## src/rtl/game_controller_if.sv

```systemverilog
// Signal bundle between the game controller and the ball/paddle/score logic.
// The master side is the controller; the slave side is the rest of the game.
interface game_controller_if;
    logic       frame_tick;
    logic       start;
    logic [9:0] ball_x;
    logic [7:0] ball_size;
    logic       ball_dir_x;
    logic       objects_reset;
    logic       play_enable;
    logic [3:0] score_left;
    logic [3:0] score_right;
    logic       serve_dir;
    logic [1:0] speed_level;
    logic [1:0] winner;
    logic [2:0] state;

    modport master (
        input  frame_tick, start, ball_x, ball_size, ball_dir_x,
        output objects_reset, play_enable, score_left, score_right,
               serve_dir, speed_level, winner, state
    );

    modport slave (
        output frame_tick, start, ball_x, ball_size, ball_dir_x,
        input  objects_reset, play_enable, score_left, score_right,
               serve_dir, speed_level, winner, state
    );
endinterface

```

## src/rtl/game_controller.sv

```systemverilog
// Pong-style match sequencer: serve countdown, miss detection, scoring,
// point freeze and game-over handling. Every output is a register bit.
module game_controller #(
    parameter int SCREEN_X    = 640,
    parameter int MAX_SCORE   = 7,
    parameter int SERVE_DELAY = 60,
    parameter int POINT_DELAY = 30
) (
    input logic               clock,
    input logic               reset,
    game_controller_if.master bus
);

    typedef enum logic [2:0] {
        IDLE      = 3'd0,
        SERVE     = 3'd1,
        PLAY      = 3'd2,
        POINT     = 3'd3,
        GAME_OVER = 3'd4
    } state_t;

    localparam logic [10:0] SCREEN_X_W = 11'(SCREEN_X);
    localparam logic [3:0]  MAX_W      = 4'(MAX_SCORE);
    localparam logic [7:0]  SERVE_LAST = 8'(SERVE_DELAY - 1);
    localparam logic [7:0]  POINT_LAST = 8'(POINT_DELAY - 1);

    state_t      state_q, state_d;
    logic [7:0]  frame_cnt_q, frame_cnt_d;
    logic [3:0]  score_left_q, score_left_d;
    logic [3:0]  score_right_q, score_right_d;
    logic [1:0]  winner_q, winner_d;
    logic        serve_dir_q, serve_dir_d;
    logic [3:0]  rally_cnt_q, rally_cnt_d;
    logic        start_q, start_d;
    logic        dir_q, dir_d;
    logic        objects_reset_q, objects_reset_d;
    logic        play_enable_q, play_enable_d;

    logic        start_edge;
    logic        dir_toggle;
    logic [10:0] ball_right;

    always_comb begin
        state_d       = state_q;
        frame_cnt_d   = frame_cnt_q;
        score_left_d  = score_left_q;
        score_right_d = score_right_q;
        winner_d      = winner_q;
        serve_dir_d   = serve_dir_q;
        rally_cnt_d   = rally_cnt_q;
        start_d       = bus.start;
        dir_d         = bus.ball_dir_x;

        start_edge = bus.start & ~start_q;
        dir_toggle = bus.ball_dir_x ^ dir_q;
        ball_right = {1'b0, bus.ball_x} + {3'b000, bus.ball_size};

        case (state_q)
            IDLE, GAME_OVER: begin
                if (start_edge) begin
                    state_d       = SERVE;
                    score_left_d  = 4'd0;
                    score_right_d = 4'd0;
                    winner_d      = 2'b00;
                    frame_cnt_d   = 8'd0;
                    rally_cnt_d   = 4'd0;
                end
            end
            SERVE: begin
                if (bus.frame_tick) begin
                    if (frame_cnt_q == SERVE_LAST) begin
                        state_d     = PLAY;
                        frame_cnt_d = 8'd0;
                    end else begin
                        frame_cnt_d = frame_cnt_q + 8'd1;
                    end
                end
            end
            PLAY: begin
                if (dir_toggle && rally_cnt_q != 4'd15) begin
                    rally_cnt_d = rally_cnt_q + 4'd1;
                end
                // Left-edge miss is checked first so it wins a simultaneous right miss.
                if (bus.frame_tick) begin
                    if (bus.ball_x == 10'd0) begin
                        score_right_d = score_right_q + 4'd1;
                        serve_dir_d   = 1'b0;
                        state_d       = POINT;
                        frame_cnt_d   = 8'd0;
                    end else if (ball_right >= SCREEN_X_W) begin
                        score_left_d = score_left_q + 4'd1;
                        serve_dir_d  = 1'b1;
                        state_d      = POINT;
                        frame_cnt_d  = 8'd0;
                    end
                end
            end
            POINT: begin
                if (bus.frame_tick) begin
                    if (frame_cnt_q == POINT_LAST) begin
                        frame_cnt_d = 8'd0;
                        if (score_left_q == MAX_W || score_right_q == MAX_W) begin
                            state_d  = GAME_OVER;
                            winner_d = (score_left_q == MAX_W) ? 2'b01 : 2'b10;
                        end else begin
                            state_d     = SERVE;
                            rally_cnt_d = 4'd0;
                        end
                    end else begin
                        frame_cnt_d = frame_cnt_q + 8'd1;
                    end
                end
            end
            default: begin
                state_d = IDLE;
            end
        endcase

        objects_reset_d = !(state_d == IDLE || state_d == SERVE);
        play_enable_d   = (state_d == PLAY);
    end

    always_ff @(posedge clock or negedge reset) begin
        if (!reset) begin
            state_q         <= IDLE;
            frame_cnt_q     <= 8'd0;
            score_left_q    <= 4'd0;
            score_right_q   <= 4'd0;
            winner_q        <= 2'b00;
            serve_dir_q     <= 1'b0;
            rally_cnt_q     <= 4'd0;
            start_q         <= 1'b0;
            dir_q           <= 1'b0;
            objects_reset_q <= 1'b0;
            play_enable_q   <= 1'b0;
        end else begin
            state_q         <= state_d;
            frame_cnt_q     <= frame_cnt_d;
            score_left_q    <= score_left_d;
            score_right_q   <= score_right_d;
            winner_q        <= winner_d;
            serve_dir_q     <= serve_dir_d;
            rally_cnt_q     <= rally_cnt_d;
            start_q         <= start_d;
            dir_q           <= dir_d;
            objects_reset_q <= objects_reset_d;
            play_enable_q   <= play_enable_d;
        end
    end

    assign bus.state         = state_q;
    assign bus.objects_reset = objects_reset_q;
    assign bus.play_enable   = play_enable_q;
    assign bus.score_left    = score_left_q;
    assign bus.score_right   = score_right_q;
    assign bus.serve_dir     = serve_dir_q;
    assign bus.speed_level   = rally_cnt_q[3:2];
    assign bus.winner        = winner_q;

endmodule

```

## src/flat_wrapper.sv

```systemverilog
// flat-port wrapper written by rule: the top's interface ports become plain ports
module game_controller_flat 
#(
    parameter int SCREEN_X    = 640,
    parameter int MAX_SCORE   = 7,
    parameter int SERVE_DELAY = 60,
    parameter int POINT_DELAY = 30
)
  (clock, reset, bus_frame_tick, bus_start, bus_ball_x, bus_ball_size, bus_ball_dir_x, bus_objects_reset, bus_play_enable, bus_score_left, bus_score_right, bus_serve_dir, bus_speed_level, bus_winner, bus_state);
  game_controller_if bus_i ();
  input logic clock;
  input logic reset;
  input wire logic [$bits(bus_i.frame_tick)-1:0] bus_frame_tick;
  input wire logic [$bits(bus_i.start)-1:0] bus_start;
  input wire logic [$bits(bus_i.ball_x)-1:0] bus_ball_x;
  input wire logic [$bits(bus_i.ball_size)-1:0] bus_ball_size;
  input wire logic [$bits(bus_i.ball_dir_x)-1:0] bus_ball_dir_x;
  output wire logic [$bits(bus_i.objects_reset)-1:0] bus_objects_reset;
  output wire logic [$bits(bus_i.play_enable)-1:0] bus_play_enable;
  output wire logic [$bits(bus_i.score_left)-1:0] bus_score_left;
  output wire logic [$bits(bus_i.score_right)-1:0] bus_score_right;
  output wire logic [$bits(bus_i.serve_dir)-1:0] bus_serve_dir;
  output wire logic [$bits(bus_i.speed_level)-1:0] bus_speed_level;
  output wire logic [$bits(bus_i.winner)-1:0] bus_winner;
  output wire logic [$bits(bus_i.state)-1:0] bus_state;
  assign bus_i.frame_tick = bus_frame_tick;
  assign bus_i.start = bus_start;
  assign bus_i.ball_x = bus_ball_x;
  assign bus_i.ball_size = bus_ball_size;
  assign bus_i.ball_dir_x = bus_ball_dir_x;
  assign bus_objects_reset = bus_i.objects_reset;
  assign bus_play_enable = bus_i.play_enable;
  assign bus_score_left = bus_i.score_left;
  assign bus_score_right = bus_i.score_right;
  assign bus_serve_dir = bus_i.serve_dir;
  assign bus_speed_level = bus_i.speed_level;
  assign bus_winner = bus_i.winner;
  assign bus_state = bus_i.state;
  game_controller #(.SCREEN_X(SCREEN_X), .MAX_SCORE(MAX_SCORE), .SERVE_DELAY(SERVE_DELAY), .POINT_DELAY(POINT_DELAY)) u_core (.clock(clock), .reset(reset), .bus(bus_i));
endmodule
```

## config.mk

```make
export PLATFORM = sky130hd
export DESIGN_NAME = game_controller_flat
export DESIGN_NICKNAME = d
export VERILOG_FILES = /design/src/rtl/game_controller_if.sv /design/src/rtl/game_controller.sv /design/src/flat_wrapper.sv
export SDC_FILE = /design/constraint.sdc
export NUM_CORES = 1
export LEC_CHECK = 0
export ABC_AREA = 1
export CAP_MARGIN = 20
export CORE_UTILIZATION = 47
export DETAILED_ROUTE_END_ITERATION = 6
export PLACE_DENSITY = 0.77
export SLEW_MARGIN = 40
export SYNTH_ARGS = -nofsm -noshare
export SYNTH_HDL_FRONTEND = slang
export SYNTH_SLANG_ARGS = --single-unit
```

## constraint.sdc

```tcl
create_clock -name clock -period 1.5 [get_ports clock]
set_clock_uncertainty 0.05 [all_clocks]
set_input_delay 0.3 -clock clock [delete_from_list [all_inputs] [get_ports clock]]
set_output_delay 0.3 -clock clock [all_outputs]
set_load 0.01 [all_outputs]
```

==> key figures, run 1 <==
STA
  – Fmax: between 0.5 and 0.6 GHz
  – RSZ-0062 raised after global routing: true
  – Final Setup Violations: 26
  – Final setup margin: -0.273 ns
  – Post-route setup TNS: -4.77 ns
  – Slew headroom: 0.731
  – Final Cycle Share: 1.18
  – Tmin final: ~1.8 ns
  – Fin. max-slew vios: 0
  – Hold Vio Cnt, Final: 0
  – Slew @ Worst Pin: 0.399 ns

Power and ir drop
  – Peak VDD IR: 0.474 mV
  – Clock power share: 0.224
  – Sw frac: 0.390
  – Sw Pwr: 1.24 mW
  – Seq pwr share: 0.311
  – Comb pwr share: 0.465
  – Internal: a little under 2 mW
  – Leak: between 1.5 and 2 nW
  – PwrDens: about 840 nW/um^2

Setup path
  – Critical Path RT: around 1.7 ns
  – Critical-path top delay cell: fa_2
  – Arrival @ worst endpoint: 1.95 ns
  – Crit-path max FO: 8
  – Worst setup path class: primary input to register
  – Critical path buffer and inverter count: 1
  – Critical path startpoint category: primary input
  – Most frequent CP cell: nand2_2
  – CP delay by family, top: simple AND/OR/NAND/NOR gates
  – Setup crit end kind: register
  – Critical-path cell list: buf_8 > ha_4 > fa_2 > nand3_2 > nand2_2 > nand2_2 > nand3_2 > nand2_2 > nand2_2 > nand2_4 > nand4_4 > nand2_8 > nand2_2 > nand2_1
  – CP peak stage delay: around 0.33 ns

GRT
  – Total GRT Usage: 0.269
  – First-pass GRT wire length: approximately 10,000 microns
  – Total gr overflow: 0
  – Vias in the first global route: 2,400
  – Initial antenna violation count: 0
  – Largest net degree at the start of global routing: 31

Layout
  – # fillers: ~200
  – Most frequent cells in the layout: buf_4, nand2_1, nand2_2
  – Layout cells sized above 1: 0.543
  – Antenna diodes: 0
  – Most common cell after layout, fill and taps aside: buf_4
  – Area delta synth->final: 76.6%
  – Fin nets: 443
  – Final cell count without fillers: approximately 460

Logic synthesis
  – Cells after Synth: a little under 300
  – Synth cell types: 32
  – Synth Cell Area: roughly 2100 sq um
  – EDFF count, synth: 0
  – Synth area leaders: dfrtp_1, nand2_1, ha_1, nand3_1, inv_1
  – Top cell type's share of synthesized area: 0.352
  – Synth Register Bits: 30
  – Number of synthesis warnings: 0
  – Post-Syn Area per Cell: 7.21 sq um
  – Mapped Nets: about 330
  – Ys flop type: dfrtp_1
  – Asr flop ratio synth: 1.00
  – Synth area leader: dfrtp_1
  – Register area share after synthesis: 0.352

Floorplanning
  – Die ar.: around 4800 sq um
  – Die Ht: 69.4 microns
  – Ports: between 40 and 50
  – Starting density of the core: 0.490
  – Core area: around 4400 sq um
  – Die width: 69.4 microns
  – Num rows: 24

Clocking
  – # H-tree levels: 2
  – TritonCTS buffer count: 5
  – Clock slew at reported path FFs: approximately 0.070 ns
  – CTS Buffer Depth: 2
  – Skew-Pair Late Insertion Delay: 0.29 ns
  – Cts hold-fix bufs: 0
  – TritonCTS clock tree: done
  – Clock root buffer: clkbuf_8
  – Clk sinks: 30

Placement
  – Placed cells: about 430
  – Global placement routability congestion: 0.851
  – Detailed-placement wirelength estimate: 3990 microns
  – # port buffers: 40
  – Pre-CTS WS: -0.846 ns

Detailed routing
  – Via count: 2,696
  – Drt first pass iters: 5
  – Final ANT Viol Nets: 0
  – DRT Wirelength: between 8000 and 9000 microns
  – Routed length per placed instance: 17.8 microns
  – Initial DRC count: 357
  – Vias per cell: between 5 and 6
  – Remaining DRCs: 0

Status
  – Outcome: complete, but fails checks
  – Failing checks: setup timing

Hold path
  – Hold Path Class: primary input to register

Flow run
  – Max Cap Viol: 0
[synthesized netlist by cell type, types with 2 or more instances]
| cell | instances |
|---|---|
| xor2_1 | 5 |
| nand4_1 | 4 |
| a21oi_1 | 4 |
| nor3b_1 | 2 |
| nand2_2 | 2 |
| inv_1 | 35 |
| nor4_1 | 2 |
| nor3_1 | 2 |
| o21ai_1 | 5 |
| or2_2 | 9 |
| nand3_1 | 30 |
| o21ai_0 | 10 |
| a21oi_2 | 3 |
| ha_1 | 13 |
| nand2_1 | 92 |
| dfrtp_1 | 30 |
| o31ai_1 | 4 |
| inv_2 | 2 |
| nor2_1 | 24 |
| nor2_2 | 4 |
| buf_4 | 2 |
| nand2_4 | 2 |
[flip-flops by register name, summed over array words and instances (netlist names)]
signal and count:
u_core.dir_q 1, u_core.bus.state 3, u_core.bus.play_enable 1, u_core.frame_cnt_q 8
u_core.bus.winner 2, u_core.bus.score_left 4, u_core.bus.objects_reset 1, u_core.rally_cnt_q 4
u_core.bus.score_right 4, u_core.start_q 1, u_core.bus.serve_dir 1
[worst reg2reg max path: cells and delay by family (launching register included)]
kind	cells	cell delay [ns]
adders and majority gates	1	0.17
buffers and inverters	3	0.26
AOI/OAI and AO/OA	1	0.10
and+or+nand+nor	5	0.63
DFF	1	0.40
[per-layer routing]
metal,up-vias,wire (microns),global-route usage
met3,46,479,0.0480
met2,163,4170,0.470
met4,0,364,0.0907
met5,-,0,0
li1,1178,-,-
met1,1309,3150,0.334
[through the flow]
stage | power [mW] | util | hold WS (ns) | area (sq um)
global placement | 1.99 | 0.696 | 0.429 | 3030
floorplan | 1.54 | - | -0.0456 | 2190
global route | 3.33 | 0.866 | 0.102 | 3770
detailed placement | 2.01 | 0.696 | 0.444 | 3030
CTS | 2.80 | 0.782 | 0.331 | 3410
finish | 3.18 | 0.866 | 0.104 | 3770
[power groups by stage]
stage	Sequential [mW]	Combinational, mW	Clock [mW]
2_1_floorplan	0.989	0.555	0
3_3_place_gp	0.975	1.01	0
4_1_cts	0.967	1.16	0.682
6_report	0.987	1.48	0.712
5_1_grt	0.994	1.59	0.749
3_5_place_dp	0.980	1.03	0
[what timing repair did]
action                                  4_1_cts  5_1_grt
resized for setup                           129      108
setup buffers                                10        7
endpoints found under the setup margin       44       32
gates cloned                                  1        0
pin swaps                                    37       48
[cell type report]
class | instances | area (sq um) | area share
multi-input cells | 226 | 1820 | 0.484
clock inverters | 1 | 5.00 | 0.00133
flip-flops and latches | 30 | 754 | 0.200
well taps | 52 | 65.1 | 0.0173
clock buffers | 7 | 86.3 | 0.0229
repair buffers | 105 | 887 | 0.235
inverters | 38 | 146 | 0.0388
[final timing paths]
check,start,to,slack [ns],cells past startpoint
worst max register to register,u_core.frame_cnt_q[1],u_core.rally_cnt_q[2],-0.25,10
max in group asynchronous,reset,u_core.bus.state[0],0.90,2
worst max-delay path,bus_ball_x[0],u_core.frame_cnt_q[5],-0.27,14
worst min register to register,u_core.bus.winner[0],u_core.bus.winner[0],0.49,2
min in group asynchronous,reset,u_core.rally_cnt_q[2],0.32,2
worst min-delay path,bus_start,u_core.start_q,0.10,1
[logic make-up (layout without fill, tap and decap cells)]
kind of cell | after synthesis | after routing | synth area share
and+or+nand+nor | 176 | 177 | 0.379
buffers and inverters | 41 | 151 | 0.0768
AOI/OAI and AO/OA | 30 | 30 | 0.0862
DFF | 30 | 30 | 0.352
adders and majority gates | 14 | 14 | 0.0856
xor gates and xnor gates | 5 | 5 | 0.0205
Power figures use the tool's default switching activity.
==> inputs of run 2 (changes only) <==
CORE_MARGIN = 2   (was not set)
==> run 2 against run 1 <==
The flow still finishes with violations (setup timing). Clock power grew 9.4%. Power shrank 3.3%. Clock-buffer cell count grew 1. Die area grew 5.8%. First-iteration DRC count shrank 49%. Core utilization shrank 5.7 points. Global-route usage shrank 2.0 points. Wire length shrank 7.6%. Largest power group unchanged. Design area shrank 6.6%. Sequential share of layout area grew 1.4 points. Sequential power shrank 0.9%. Via count shrank 6.7%.
==> key figures, run 2 (synthesis gave the netlist of run 1 again) <==
Clocking
  – # H-tree levels: 2 (unchanged)
  – TritonCTS clock tree: done
  – Clk sinks: 30 (unchanged)
  – TritonCTS buffer count: 5 (unchanged)
  – Clock root buffer: clkbuf_8
  – Skew-Pair Late Insertion Delay: 0.29 ns (about the same)
  – Clock slew at reported path FFs: 0.06 ns (about the same)
  – CTS Buffer Depth: 2 (unchanged)

Layout
  – Largest register FFs: 8 (unchanged)
  – Most flops, register: u_core.frame_cnt_q
  – Most common cell after layout, fill and taps aside: nand2_1
  – Post-Layout Inst Area: 3520 sq um (-6.6%)
  – Layout cells sized above 1: 0.475 (-0.0680)
  – Fin nets: 436 (-1.6%)
  – Area delta synth->final: 64.8%
  – Antenna diodes: 0 (unchanged)
  – # fillers: 254 (+29%)
  – Most frequent cells in the layout: nand2_1, buf_4, inv_1

Power and ir drop
  – Sw Pwr: 1.11 mW (-11%)
  – Sw frac: 0.361 (-0.0292)
  – Internal: 1.96 mW (+1.3%)
  – Leak: 1.77 nW (-4.6%)
  – Peak VDD IR: 0.572 mV (+21%)
  – Clock power share: 0.254 (+0.030)
  – PwrDens: 873 nW/um^2 (+3.5%)
  – Seq pwr share: 0.319 (+0.008)
  – Comb pwr share: 0.428 (-0.037)

Floorplanning
  – Ports: 41 (unchanged)
  – Die width: 71.4 microns (+2.9%)
  – Die Ht: 71.4 microns (+2.9%)
  – Core area: 4350 sq um (unchanged)
  – Die ar.: 5100 sq um (+5.8%)
  – Starting density of the core: 0.490 (unchanged)
  – Num rows: 24 (unchanged)

GRT
  – Total GRT Usage: 0.249 (-0.0204)
  – Largest net degree at the start of global routing: 31 (unchanged)
  – GRT busiest layer: met2
  – Vias in the first global route: 2,367 (-1.4%)
  – GR Util met2: 0.436 (-0.0341)
  – First-pass GRT wire length: 10,200 microns (-2.6%)
  – Total gr overflow: 0 (unchanged)
  – Grt met3 use: 0.0338 (-0.0142)
  – Grt met1 use: 0.305 (-0.0291)
  – Initial antenna violation count: 0 (unchanged)

Setup path
  – CP peak stage delay: 0.40 ns (+0.07 ns)
  – Crit-path max FO: 8 (unchanged)
  – Arrival @ worst endpoint: 1.91 ns (-0.04 ns)
  – CP Launch Point: u_core.frame_cnt_q[1]
  – Critical-path top delay cell: dfrtp_1
  – Critical Path RT: 1.62 ns (-0.06 ns)
  – Worst reg2reg startpoint: u_core.frame_cnt_q[1]
  – Setup crit end kind: register
  – Critical path startpoint category: register
  – Worst setup path class: register to register
  – Critical-path cell list: inv_1 > ha_2 > nand4_1 > nor2_1 > inv_1 > nand2_2 > buf_6 > nand4_4 > nand2_2 > o31ai_2

STA
  – Hold Vio Cnt, Final: 0 (unchanged)
  – RSZ-0062 raised after global routing: true
  – Fin. max-slew vios: 0 (unchanged)
  – Slew @ Worst Pin: 0.351 ns (-0.0479 ns)
  – Tmin final: 1.79 ns (+0.0163 ns)
  – Final Cycle Share: 1.19 (+0.0108)
  – Fmax: 0.559 GHz (-0.91%)
  – Slew headroom: 0.763 (+0.0323)
  – Post-route setup TNS: -4.80 ns (-0.0280 ns)
  – Final Setup Violations: 26 (unchanged)
  – Final setup margin: -0.289 ns (-0.0163 ns)

Detailed routing
  – DRT Wirelength: 7550 microns (-7.6%)
  – Vias per cell: 5.57 (-5.2%)
  – Final ANT Viol Nets: 0 (unchanged)
  – Remaining DRCs: 0 (unchanged)
  – Routed length per placed instance: 16.7 microns (-6.1%)
  – Drt first pass iters: 5 (unchanged)
  – Initial DRC count: 182 (-49%)
  – Via count: 2,516 (-6.7%)

Flow run
  – Max Cap Viol: 0 (unchanged)

Hold path
  – Hold Path Class: primary input to asynchronous set/reset pin

Placement
  – # port buffers: 40 (unchanged)
  – DP Area: 3010 sq um (-0.83%)
  – Detailed-placement wirelength estimate: 3910 microns (-2.1%)
  – Global placement routability congestion: 0.883 (+3.7%)

Status
  – Outcome: complete, but fails checks
  – Failing checks: setup timing
[run 2: changes by cell type in the layout (fill, tap and decap cells not counted), sizes merged]
| cell | before | now |
|---|---|---|
| buf | 80 | 68 |
| clkdlybuf4s50 | 2 | 4 |
| clkbuf | 8 | 16 |
| clkinv | 2 | 1 |
| dlymetal6s2s | 6 | 3 |
| clkdlybuf4s15 | 1 | 0 |
[run 2: worst paths after layout]
kind | slack (ns) | end | cells after the start
setup / recovery | -0.29 | u_core.rally_cnt_q[3] | 10
max in group asynchronous | 0.90 | u_core.bus.state[1] | 2
setup reg to reg | -0.29 | u_core.rally_cnt_q[3] | 10
hold reg to reg | 0.45 | u_core.bus.winner[1] | 2
min in group clock | 0.38 | u_core.bus.state[1] | 3
hold / removal | 0.31 | u_core.frame_cnt_q[1] | 2
[run 2: metal layers]
| metal | wire length, microns | up-vias |
|---|---|---|
| li1 | - | 1166 |
| met1 | 2880 | 1213 |
| met2 | 4010 | 114 |
| met3 | 410 | 23 |
| met4 | 242 | 0 |
| met5 | 0 | - |
[run 2: through the flow]
| step | total power [mW] | util | std cells | hold WS, ns | setup WS, ns |
|---|---|---|---|---|---|
| after global placement | 1.96 | 0.691 | 429 | 0.433 | -0.818 |
| after CTS | 2.86 | 0.767 | 445 | 0.330 | -0.170 |
| after detailed placement | 2.00 | 0.691 | 429 | 0.431 | -0.868 |
| after floorplan | 1.54 | - | 296 | -0.0456 | -0.224 |
| final | 3.07 | 0.808 | 452 | 0.311 | -0.289 |
| after global routing | 3.23 | 0.808 | 452 | 0.348 | -0.428 |
[run 2: final cells by class]
class | instances | area (sq um) | share of cell area
repair buffers | 98 | 800 | 0.227
multi-input cells | 226 | 1650 | 0.468
flip-flops and latches | 30 | 753 | 0.214
well taps | 52 | 65.1 | 0.0185
clock buffers | 8 | 110 | 0.0313
inverters | 38 | 144 | 0.0409
[run 2: timing repair]
item	in CTS	in global routing
setup buffers	7	8
endpoints found under the setup margin	44	30
resized for setup	104	74
hold buffers	0	0
pin swaps	40	41
cloned	1	0
[run 2: power groups by stage]
stage | logic, mW | clock network, mW | registers, mW
after floorplan | 0.555 | 0 | 0.989
after global placement | 0.986 | 0 | 0.977
after detailed placement | 1.01 | 0 | 0.985
after CTS | 1.12 | 0.774 | 0.969
after global routing | 1.43 | 0.812 | 0.986
final | 1.31 | 0.779 | 0.978
[run 2: critical path, delay by kind of cell (launching register included)]
family | cells | cell delay [ns]
DFF | 1 | 0.40
adders and majority gates | 1 | 0.17
AOI/OAI and AO/OA | 1 | 0.07
and+or+nand+nor | 5 | 0.70
buffers and inverters | 3 | 0.28
